[src/rtl/id_ex_reg_pkg.sv]
// Shared widths, encodings and the ID/EX field record used by the ID/EX
// pipeline register and its stall counter.
package id_ex_reg_pkg;

    localparam int REG_ADDR_W  = 5;
    localparam int DATA_W      = 32;
    localparam int ALU_OP_W    = 4;
    localparam int RDST_S_W    = 2;
    localparam int STALL_CNT_W = 16;

    // Writeback source select carried in RDst_S
    localparam logic [RDST_S_W-1:0] RDST_S_MEMTOREG = 2'b00;
    localparam logic [RDST_S_W-1:0] RDST_S_ALU      = 2'b01;
    localparam logic [RDST_S_W-1:0] RDST_S_PC4      = 2'b10;
    localparam logic [RDST_S_W-1:0] RDST_S_IMM      = 2'b11;

    typedef struct packed {
        logic                  valid;
        logic [REG_ADDR_W-1:0] rs1;
        logic [REG_ADDR_W-1:0] rs2;
        logic                  need_rs1;
        logic                  need_rs2;
        logic [REG_ADDR_W-1:0] rdst;
        logic                  r_we;
        logic                  read_mem;
        logic                  write_mem;
        logic [RDST_S_W-1:0]   rdst_s;
        logic [ALU_OP_W-1:0]   alu_op;
        logic [DATA_W-1:0]     op1;
        logic [DATA_W-1:0]     op2;
        logic [DATA_W-1:0]     imm;
        logic [DATA_W-1:0]     pc;
    } id_ex_t;

    // Which of the per-edge update cases applies, in priority order
    typedef enum logic [2:0] {
        SEL_RESET,
        SEL_EXT_HOLD,
        SEL_BUBBLE,
        SEL_STALL_HOLD,
        SEL_LOAD
    } id_ex_sel_t;

    // An invalid instruction must not carry side-effecting controls into EX
    function automatic id_ex_t gate_ctrl(input id_ex_t f);
        id_ex_t g;
        g = f;
        if (!f.valid) begin
            g.r_we      = 1'b0;
            g.read_mem  = 1'b0;
            g.write_mem = 1'b0;
            g.need_rs1  = 1'b0;
            g.need_rs2  = 1'b0;
        end
        return g;
    endfunction

endpackage

[src/rtl/id_ex_reg_stall_counter.sv]
// Saturating stall-cycle counter; clear wins over increment.
import id_ex_reg_pkg::*;

module stall_counter #(
    parameter int W = STALL_CNT_W
) (
    input  logic         clk,
    input  logic         rst_n,
    input  logic         inc,
    input  logic         clr,
    output logic [W-1:0] cnt
);

    always_ff @(posedge clk) begin
        if (!rst_n) begin
            cnt <= '0;
        end else if (clr) begin
            cnt <= '0;
        end else if (inc && (cnt != {W{1'b1}})) begin
            cnt <= cnt + W'(1);
        end
    end

endmodule

[src/rtl/id_ex_reg.sv]
// ID/EX pipeline register with external freeze, load-use stall, flush
// (remembered across a freeze) and a saturating stall-cycle counter.
import id_ex_reg_pkg::*;

module id_ex_reg (
    input  logic                   clk,
    input  logic                   rst_n,
    input  logic                   ID__Valid,
    input  logic [REG_ADDR_W-1:0]  ID__Rs1,
    input  logic [REG_ADDR_W-1:0]  ID__Rs2,
    input  logic                   ID__Need_Rs1,
    input  logic                   ID__Need_Rs2,
    input  logic [REG_ADDR_W-1:0]  ID__Rdst,
    input  logic                   ID__R_WE,
    input  logic                   ID__Read_MEM,
    input  logic                   ID__Write_MEM,
    input  logic [RDST_S_W-1:0]    ID__RDst_S,
    input  logic [ALU_OP_W-1:0]    ID__ALU_Op,
    input  logic [DATA_W-1:0]      ID__OP1,
    input  logic [DATA_W-1:0]      ID__OP2,
    input  logic [DATA_W-1:0]      ID__Imm,
    input  logic [DATA_W-1:0]      ID__PC,
    input  logic                   Need_Stall,
    input  logic                   Flush,
    input  logic                   Ext_Stall,
    input  logic                   Cnt_Clr,
    output logic                   IDex__Valid,
    output logic [REG_ADDR_W-1:0]  IDex__Rs1,
    output logic [REG_ADDR_W-1:0]  IDex__Rs2,
    output logic                   IDex__Need_Rs1,
    output logic                   IDex__Need_Rs2,
    output logic [REG_ADDR_W-1:0]  IDex__Rdst,
    output logic                   IDex__R_WE,
    output logic                   IDex__Read_MEM,
    output logic                   IDex__Write_MEM,
    output logic [RDST_S_W-1:0]    IDex__RDst_S,
    output logic [ALU_OP_W-1:0]    IDex__ALU_Op,
    output logic [DATA_W-1:0]      IDex__OP1,
    output logic [DATA_W-1:0]      IDex__OP2,
    output logic [DATA_W-1:0]      IDex__Imm,
    output logic [DATA_W-1:0]      IDex__PC,
    output logic                   IFid_Hold,
    output logic                   EXmem_Bubble,
    output logic [STALL_CNT_W-1:0] Stall_Cnt
);

    id_ex_t     id_in;
    id_ex_t     ex_q;
    id_ex_t     ex_d;
    id_ex_sel_t sel;
    logic       flush_pend;
    logic       flush_pend_d;
    logic       eff_stall;
    logic       kill;

    assign id_in = '{
        valid:     ID__Valid,
        rs1:       ID__Rs1,
        rs2:       ID__Rs2,
        need_rs1:  ID__Need_Rs1,
        need_rs2:  ID__Need_Rs2,
        rdst:      ID__Rdst,
        r_we:      ID__R_WE,
        read_mem:  ID__Read_MEM,
        write_mem: ID__Write_MEM,
        rdst_s:    ID__RDst_S,
        alu_op:    ID__ALU_Op,
        op1:       ID__OP1,
        op2:       ID__OP2,
        imm:       ID__Imm,
        pc:        ID__PC
    };

    // A stall request against an empty EX slot has nothing to protect
    assign eff_stall = Need_Stall & ex_q.valid;
    assign kill      = Flush | flush_pend;

    assign IFid_Hold    = Ext_Stall | (eff_stall & ~kill);
    assign EXmem_Bubble = eff_stall & ~Ext_Stall & ~kill;

    always_comb begin
        sel          = SEL_LOAD;
        ex_d         = gate_ctrl(id_in);
        flush_pend_d = flush_pend;
        if (!rst_n) begin
            sel          = SEL_RESET;
            ex_d         = '0;
            flush_pend_d = 1'b0;
        end else if (Ext_Stall) begin
            sel          = SEL_EXT_HOLD;
            ex_d         = ex_q;
            flush_pend_d = flush_pend | Flush;
        end else if (kill) begin
            sel          = SEL_BUBBLE;
            ex_d         = '0;
            flush_pend_d = 1'b0;
        end else if (eff_stall) begin
            sel          = SEL_STALL_HOLD;
            ex_d         = ex_q;
        end
    end

    always_ff @(posedge clk) begin
        ex_q       <= ex_d;
        flush_pend <= flush_pend_d;
    end

    stall_counter #(.W(STALL_CNT_W)) u_stall_counter (
        .clk   (clk),
        .rst_n (rst_n),
        .inc   ((sel == SEL_EXT_HOLD) || (sel == SEL_STALL_HOLD)),
        .clr   (Cnt_Clr),
        .cnt   (Stall_Cnt)
    );

    assign IDex__Valid     = ex_q.valid;
    assign IDex__Rs1       = ex_q.rs1;
    assign IDex__Rs2       = ex_q.rs2;
    assign IDex__Need_Rs1  = ex_q.need_rs1;
    assign IDex__Need_Rs2  = ex_q.need_rs2;
    assign IDex__Rdst      = ex_q.rdst;
    assign IDex__R_WE      = ex_q.r_we;
    assign IDex__Read_MEM  = ex_q.read_mem;
    assign IDex__Write_MEM = ex_q.write_mem;
    assign IDex__RDst_S    = ex_q.rdst_s;
    assign IDex__ALU_Op    = ex_q.alu_op;
    assign IDex__OP1       = ex_q.op1;
    assign IDex__OP2       = ex_q.op2;
    assign IDex__Imm       = ex_q.imm;
    assign IDex__PC        = ex_q.pc;

endmodule

[config.mk]
export PLATFORM = sky130hd
export DESIGN_NAME = id_ex_reg
export DESIGN_NICKNAME = d
export VERILOG_FILES = /design/src/rtl/id_ex_reg_pkg.sv /design/src/rtl/id_ex_reg_stall_counter.sv /design/src/rtl/id_ex_reg.sv
export SDC_FILE = /design/constraint.sdc
export NUM_CORES = 1
export LEC_CHECK = 0
export CORE_AREA = 2 2 129 131
export DETAILED_ROUTE_END_ITERATION = 10
export DIE_AREA = 0 0 131 133
export GPL_ROUTABILITY_DRIVEN = 0
export PLACE_DENSITY = 0.76
export REMOVE_ABC_BUFFERS = 1
export SLEW_MARGIN = 20
export SYNTH_ARGS = -nofsm -noshare
export SYNTH_HDL_FRONTEND = slang
export SYNTH_SLANG_ARGS = --single-unit
[constraint.sdc]
create_clock -name clk -period 3.3 [get_ports clk]
set_clock_uncertainty 0.1 [all_clocks]
set_input_delay 0.33 -clock clk [delete_from_list [all_inputs] [get_ports clk]]
set_output_delay 0.33 -clock clk [all_outputs]
set_load 0.05 [all_outputs]
* Word-level counts from Yosys, hierarchy flattened
Index checks and enable logic that the tools add are counted.
Operators by class: equal/unequal tests 4, add/subtract/negate cells 1, muxes and demuxes 10, bitwise logic cells 9, reduce and logical (&&, ||, !) cells 5
Operator list (count):
- $mux 155 | 2
- $add 16x1->16 const B | 1
- $ne 16x16->1 const B | 1
- $mux 3 | 5
- $and 1x1->1 | 4
- $eq 3x1->1 const B | 1
- $eq 3x2->1 const B | 1
- $not 1->1 | 3
- $mux 1 | 2
- $mux 2 | 1
- $ne 2x1->1 const B | 1
- $or 1x1->1 | 2
- $reduce_and 2->1 | 1
- $reduce_bool 2->1 | 1
- $reduce_or 2->1 | 1
- $logic_and 1x1->1 | 1
- $logic_or 1x1->1 | 1
Storage, ports and cells: input port bits 161, logic and storage cells 46, register bits after elaboration 172

* Depth between registers and ports, before layout
word-level depth 8, depth in mapped cells 6, gate-level depth less buffers 5

* Hierarchy
From an unflattened synthesis, not the netlist that was laid out.
Second synthesis, totals: cells, all modules 461, area, all modules 5637.9 um^2
Modules (own cells, without submodules):
- id_ex_reg | cells each 370, area each 4773.3 um^2, instances 1
- stall_counter | cells each 91, area each 864.6 um^2, instances 1

* Least setup slack after synthesis
No wires, ideal clock.
kind flip-flop to output port, start point register ex_q (netlist bit IDex__Valid), end point output EXmem_Bubble, arrival 2.232 ns, slack 0.638 ns, path buffers 0, required time 2.870 ns, cell stages (with the launch flop) 3, cells stage by stage dfxtp_1 -> nand2_1 -> nor4_1
On the way: longest elaborated chain between the ends 3
RTL lines:
- from (decl) | line id_ex_reg.sv:48 | id_ex_t ex_q;
- from (signal assigned) | line id_ex_reg.sv:104 | ex_q <= ex_d;
- $and 1x1->1 | line id_ex_reg.sv:75 | assign eff_stall = Need_Stall & ex_q.valid;
- $and 1x1->1 (2 in a row) | line id_ex_reg.sv:79 | assign EXmem_Bubble = eff_stall & ~Ext_Stall & ~kill;
- to (decl) | line id_ex_reg.sv:43 | output logic EXmem_Bubble,
Every way passes these cells.

* Worst setup path in the final report
start point input Flush, end point output IFid_Hold
On the way: longest elaborated chain between the ends 4
RTL lines:
- from (decl) | line id_ex_reg.sv:24 | input logic Flush,
- $or 1x1->1 | line id_ex_reg.sv:76 | assign kill = Flush | flush_pend;
- $not 1->1 | line id_ex_reg.sv:78 | assign IFid_Hold = Ext_Stall | (eff_stall & ~kill);
- $and 1x1->1 | line id_ex_reg.sv:78
- $or 1x1->1 | line id_ex_reg.sv:78
- to (decl) | line id_ex_reg.sv:42 | output logic IFid_Hold,
Every way passes these cells.

==> impl_metrics.yaml <==
global_routing:
  grt_pass1_vias: 5355
  grt_max_degree: 86
  grt_usage_pct: 20.26
  grt_pass1_wl_mm: 27.70
  grt_overflow: 0
  antenna_found_initial: 0
synthesis:
  muxShareOfSynthArea_pct: 0.7176
  synthArstFlopShare_pct: 0
  avgSynthCellArea_um2: 12.18
  yosysTopAreaCellShare_pct: 61.72
  synthTopCellsByArea: "dfxtp_1, a22o_1, buf_2, or4_1, o31ai_1"
  yosysSeqAreaShare_pct: 61.72
  synth_cells: 458
  syn-cell-area_mm2: 0.005579
  synthTopCellsByCount: "dfxtp_1, a22o_1, buf_2"
  synth_compound_area_share_pct: 28.28
  synth_top_family_by_area: "compound AO/OA/AOI/OAI gates"
  synth-simple-area-share_pct: 5.853
  synth_flop_cell: "dfxtp_1"
  yosysMostFrequentCell: "dfxtp_1"
  synth_edf_count: 0
  synthAdderAreaFrac_pct: 0.2243
  synth_xor_area_share_pct: 0
  ys_warn_count: 0
  ys_types: 36
  ys_ff_latch: 172
  yosys.area.top_type: "dfxtp_1"
min_path:
  worstHoldPathType: "flop to flop"
  worstHoldStart: "IDex__Need_Rs2$_SDFFE_PN0P_"
clocking:
  cts-resized-gates: 0
  clk_pin_slew_worst_paths_ns: 0.06
  cts-hold-fix-buffers: 0
  root_buffer: "clkbuf_16"
  cts_setup_buffers: 0
  htree_levels: 4
  cts_tree: "built"
  clock-sinks: 172
  cts_inserted_buffers: 17
  clk_latency_ns: 0.41
  clk_path_buf_depth: 2
worst_setup_path:
  rr_startpoint: "u_stall_counter.cnt[0]$_SDFFE_PP0P_"
  critPathKind: "input port to output pin"
  critPathTopFamily: "buffers and inverters"
  cpMostUsedCell: "clkdlybuf4s50_1"
  crit_start: "Flush"
  slowest_stage: "clkdlybuf4s50_1"
  cp_slowest_stage_delay_ns: 0.70
  path_cells: "clkdlybuf4s50_1 -> and4bb_2 -> or2_2 -> clkdlybuf4s50_1"
  crit_fanout: 4
  cp.arrival_ns: 2.19
  worstSetupStartpointType: "input port"
  cp.required_ns: 2.87
  path_buf_inv: 2
  critPathCaptureType: "output pin"
pwr:
  cellLeakagePower_nw: 3.617
  ir_drop_v: 0.0003824
  total_power_w: 0.004991
  powerDensity_mw_per_mm2: 513.5
floorplan:
  die_x_um: 131
  num_rows: 47
  core_mm2: 0.01617
  boundaryPins: 334
  die_h_um: 133
  dieArea_mm2: 0.01742
  start_util_pct: 34.50
place:
  port_buffers: 333
  placedCellCount: 979
  dp_hpwl_mm: 13.33
  placed_area_mm2: 0.009120
  place_ws_ns: 0.6844
detailed_routing:
  vias: 5168
  wirelength_mm: 18.48
  antenna_left: 0
  drt_iter0_markers: 455
  dr.pass1.iters: 4
  wire_per_inst_um: 18.30
  viasPerCell: 5.117
  drc_errors: 0
layout:
  multi_input_area_mm2: 0.001971
  final_cells: 1010
  design_area_mm2: 0.009721
  drive_gt1_share_pct: 5.570
  diodes: 0
  area_delta_synth_final_pct: 74.23
  regArea_mm2: 0.003443
  num-fill-cells: 1273
  fin_nets: 940
timing:
  fmax_mhz: 381.5
  slew_viol_final: 0
  setup_violations: 0
  timing.final.crit_share_pct: 79.44
  rsz0062_at_grt: "no"
  hold_violations: 0
  fin_crit_ns: 2.621
  worst_slack_ns: 0.6785
  worst_slew_pin_slew_ns: 0.6884
  maxSlewHeadroom_pct: 54.01
run_status:
  status: "complete, no violations"
flow_run:
  cap_violations: 0
[through the flow]
| step | utilization, % | hold slack, ns | TNS, ns |
|---|---|---|---|
| after floorplan | - | 0.3632 | -1462.69 |
| after global placement | 56.39 | 0.3477 | 0 |
| after global routing | 60.11 | 0.3857 | 0 |
| after CTS | 60.11 | 0.3690 | 0 |
| after detailed placement | 56.39 | 0.3533 | 0 |
| final | 60.11 | 0.3662 | 0 |
[cell families after synthesis]
family	Yosys count
adders and majority gates	1
DFF	172
muxes	4
AOI/OAI and AO/OA	186
and+or+nand+nor	54
buffers and inverters	41
[flip-flops by register name, summed over array words and instances (netlist names)]
register / count
IDex__Rdst: 5
IDex__OP1: 32
IDex__Rs2: 5
IDex__Imm: 32
IDex__Write_MEM: 1
IDex__OP2: 32
IDex__Rs1: 5
flush_pend: 1
IDex__R_WE: 1
IDex__ALU_Op: 4
IDex__Need_Rs2: 1
IDex__Valid: 1
u_stall_counter.cnt: 16
IDex__RDst_S: 2
IDex__PC: 32
IDex__Read_MEM: 1
IDex__Need_Rs1: 1
[area by class of cell]
cell class              instances  share of cell area, %
multi-input cells             245                  20.27
repair buffers                340                  35.22
clock buffers                  21                  4.737
well taps                     220                  2.832
flip-flops and latches        172                  35.42
clock inverters                10                  1.442
inverters                       2                0.07723
[per-layer routing]
metal / global-route usage, % / routed length [um] / vias to the layer above
met3: 7.198 / 1583 / 35
met2: 35.32 / 9302 / 243
met1: 22.54 / 7128 / 2467
li1: - / - / 2423
met4: 7.210 / 466 / 0
met5: 0 / 0 / -
[power breakdown]
group	total (W)	internal (W)	switching (W)
registers	0.00219	0.00215	0.0000438
logic	0.000758	0.000350	0.000408
clock network	0.00204	0.00123	0.000809
total	0.00499	0.00373	0.00126
[final timing paths]
path                                          endpoint  depth (start not counted)  slack (ns)
hold reg to reg            IDex__Need_Rs2$_SDFFE_PN0P_                          1        0.37
setup reg to reg  u_stall_counter.cnt[10]$_SDFFE_PP0P_                          5        1.17
hold / removal             IDex__Need_Rs2$_SDFFE_PN0P_                          1        0.37
setup / recovery                             IFid_Hold                          4        0.68
[cells in the final DEF (no fill, tap or decap), types with 2 or more instances in the layout]
cell / netlist / layout
nand2_1: 12 / 12
clkbuf_16: 0 / 17
or3_1: 2 / 2
inv_1: 2 / 2
buf_12: 0 / 3
o211a_1: 2 / 2
a22o_1: 150 / 150
and4_1: 2 / 2
clkinv_4: 0 / 3
o21ai_0: 4 / 4
or4_1: 8 / 8
mux2i_1: 4 / 4
and4_4: 2 / 2
buf_4: 0 / 4
nand2b_1: 3 / 3
nand3_1: 6 / 6
nand4_1: 6 / 6
a32o_1: 5 / 5
o31ai_1: 7 / 7
clkbuf_1: 12 / 2
a21oi_1: 10 / 10
bufinv_16: 0 / 3
dfxtp_1: 172 / 172
clkdlybuf4s50_1: 0 / 333
clkbuf_8: 0 / 2
clkinv_2: 0 / 3
nor4_1: 5 / 4
nor3_1: 2 / 2
and3_1: 2 / 2
No activity file was read; power rests on OpenSTA's default activity.
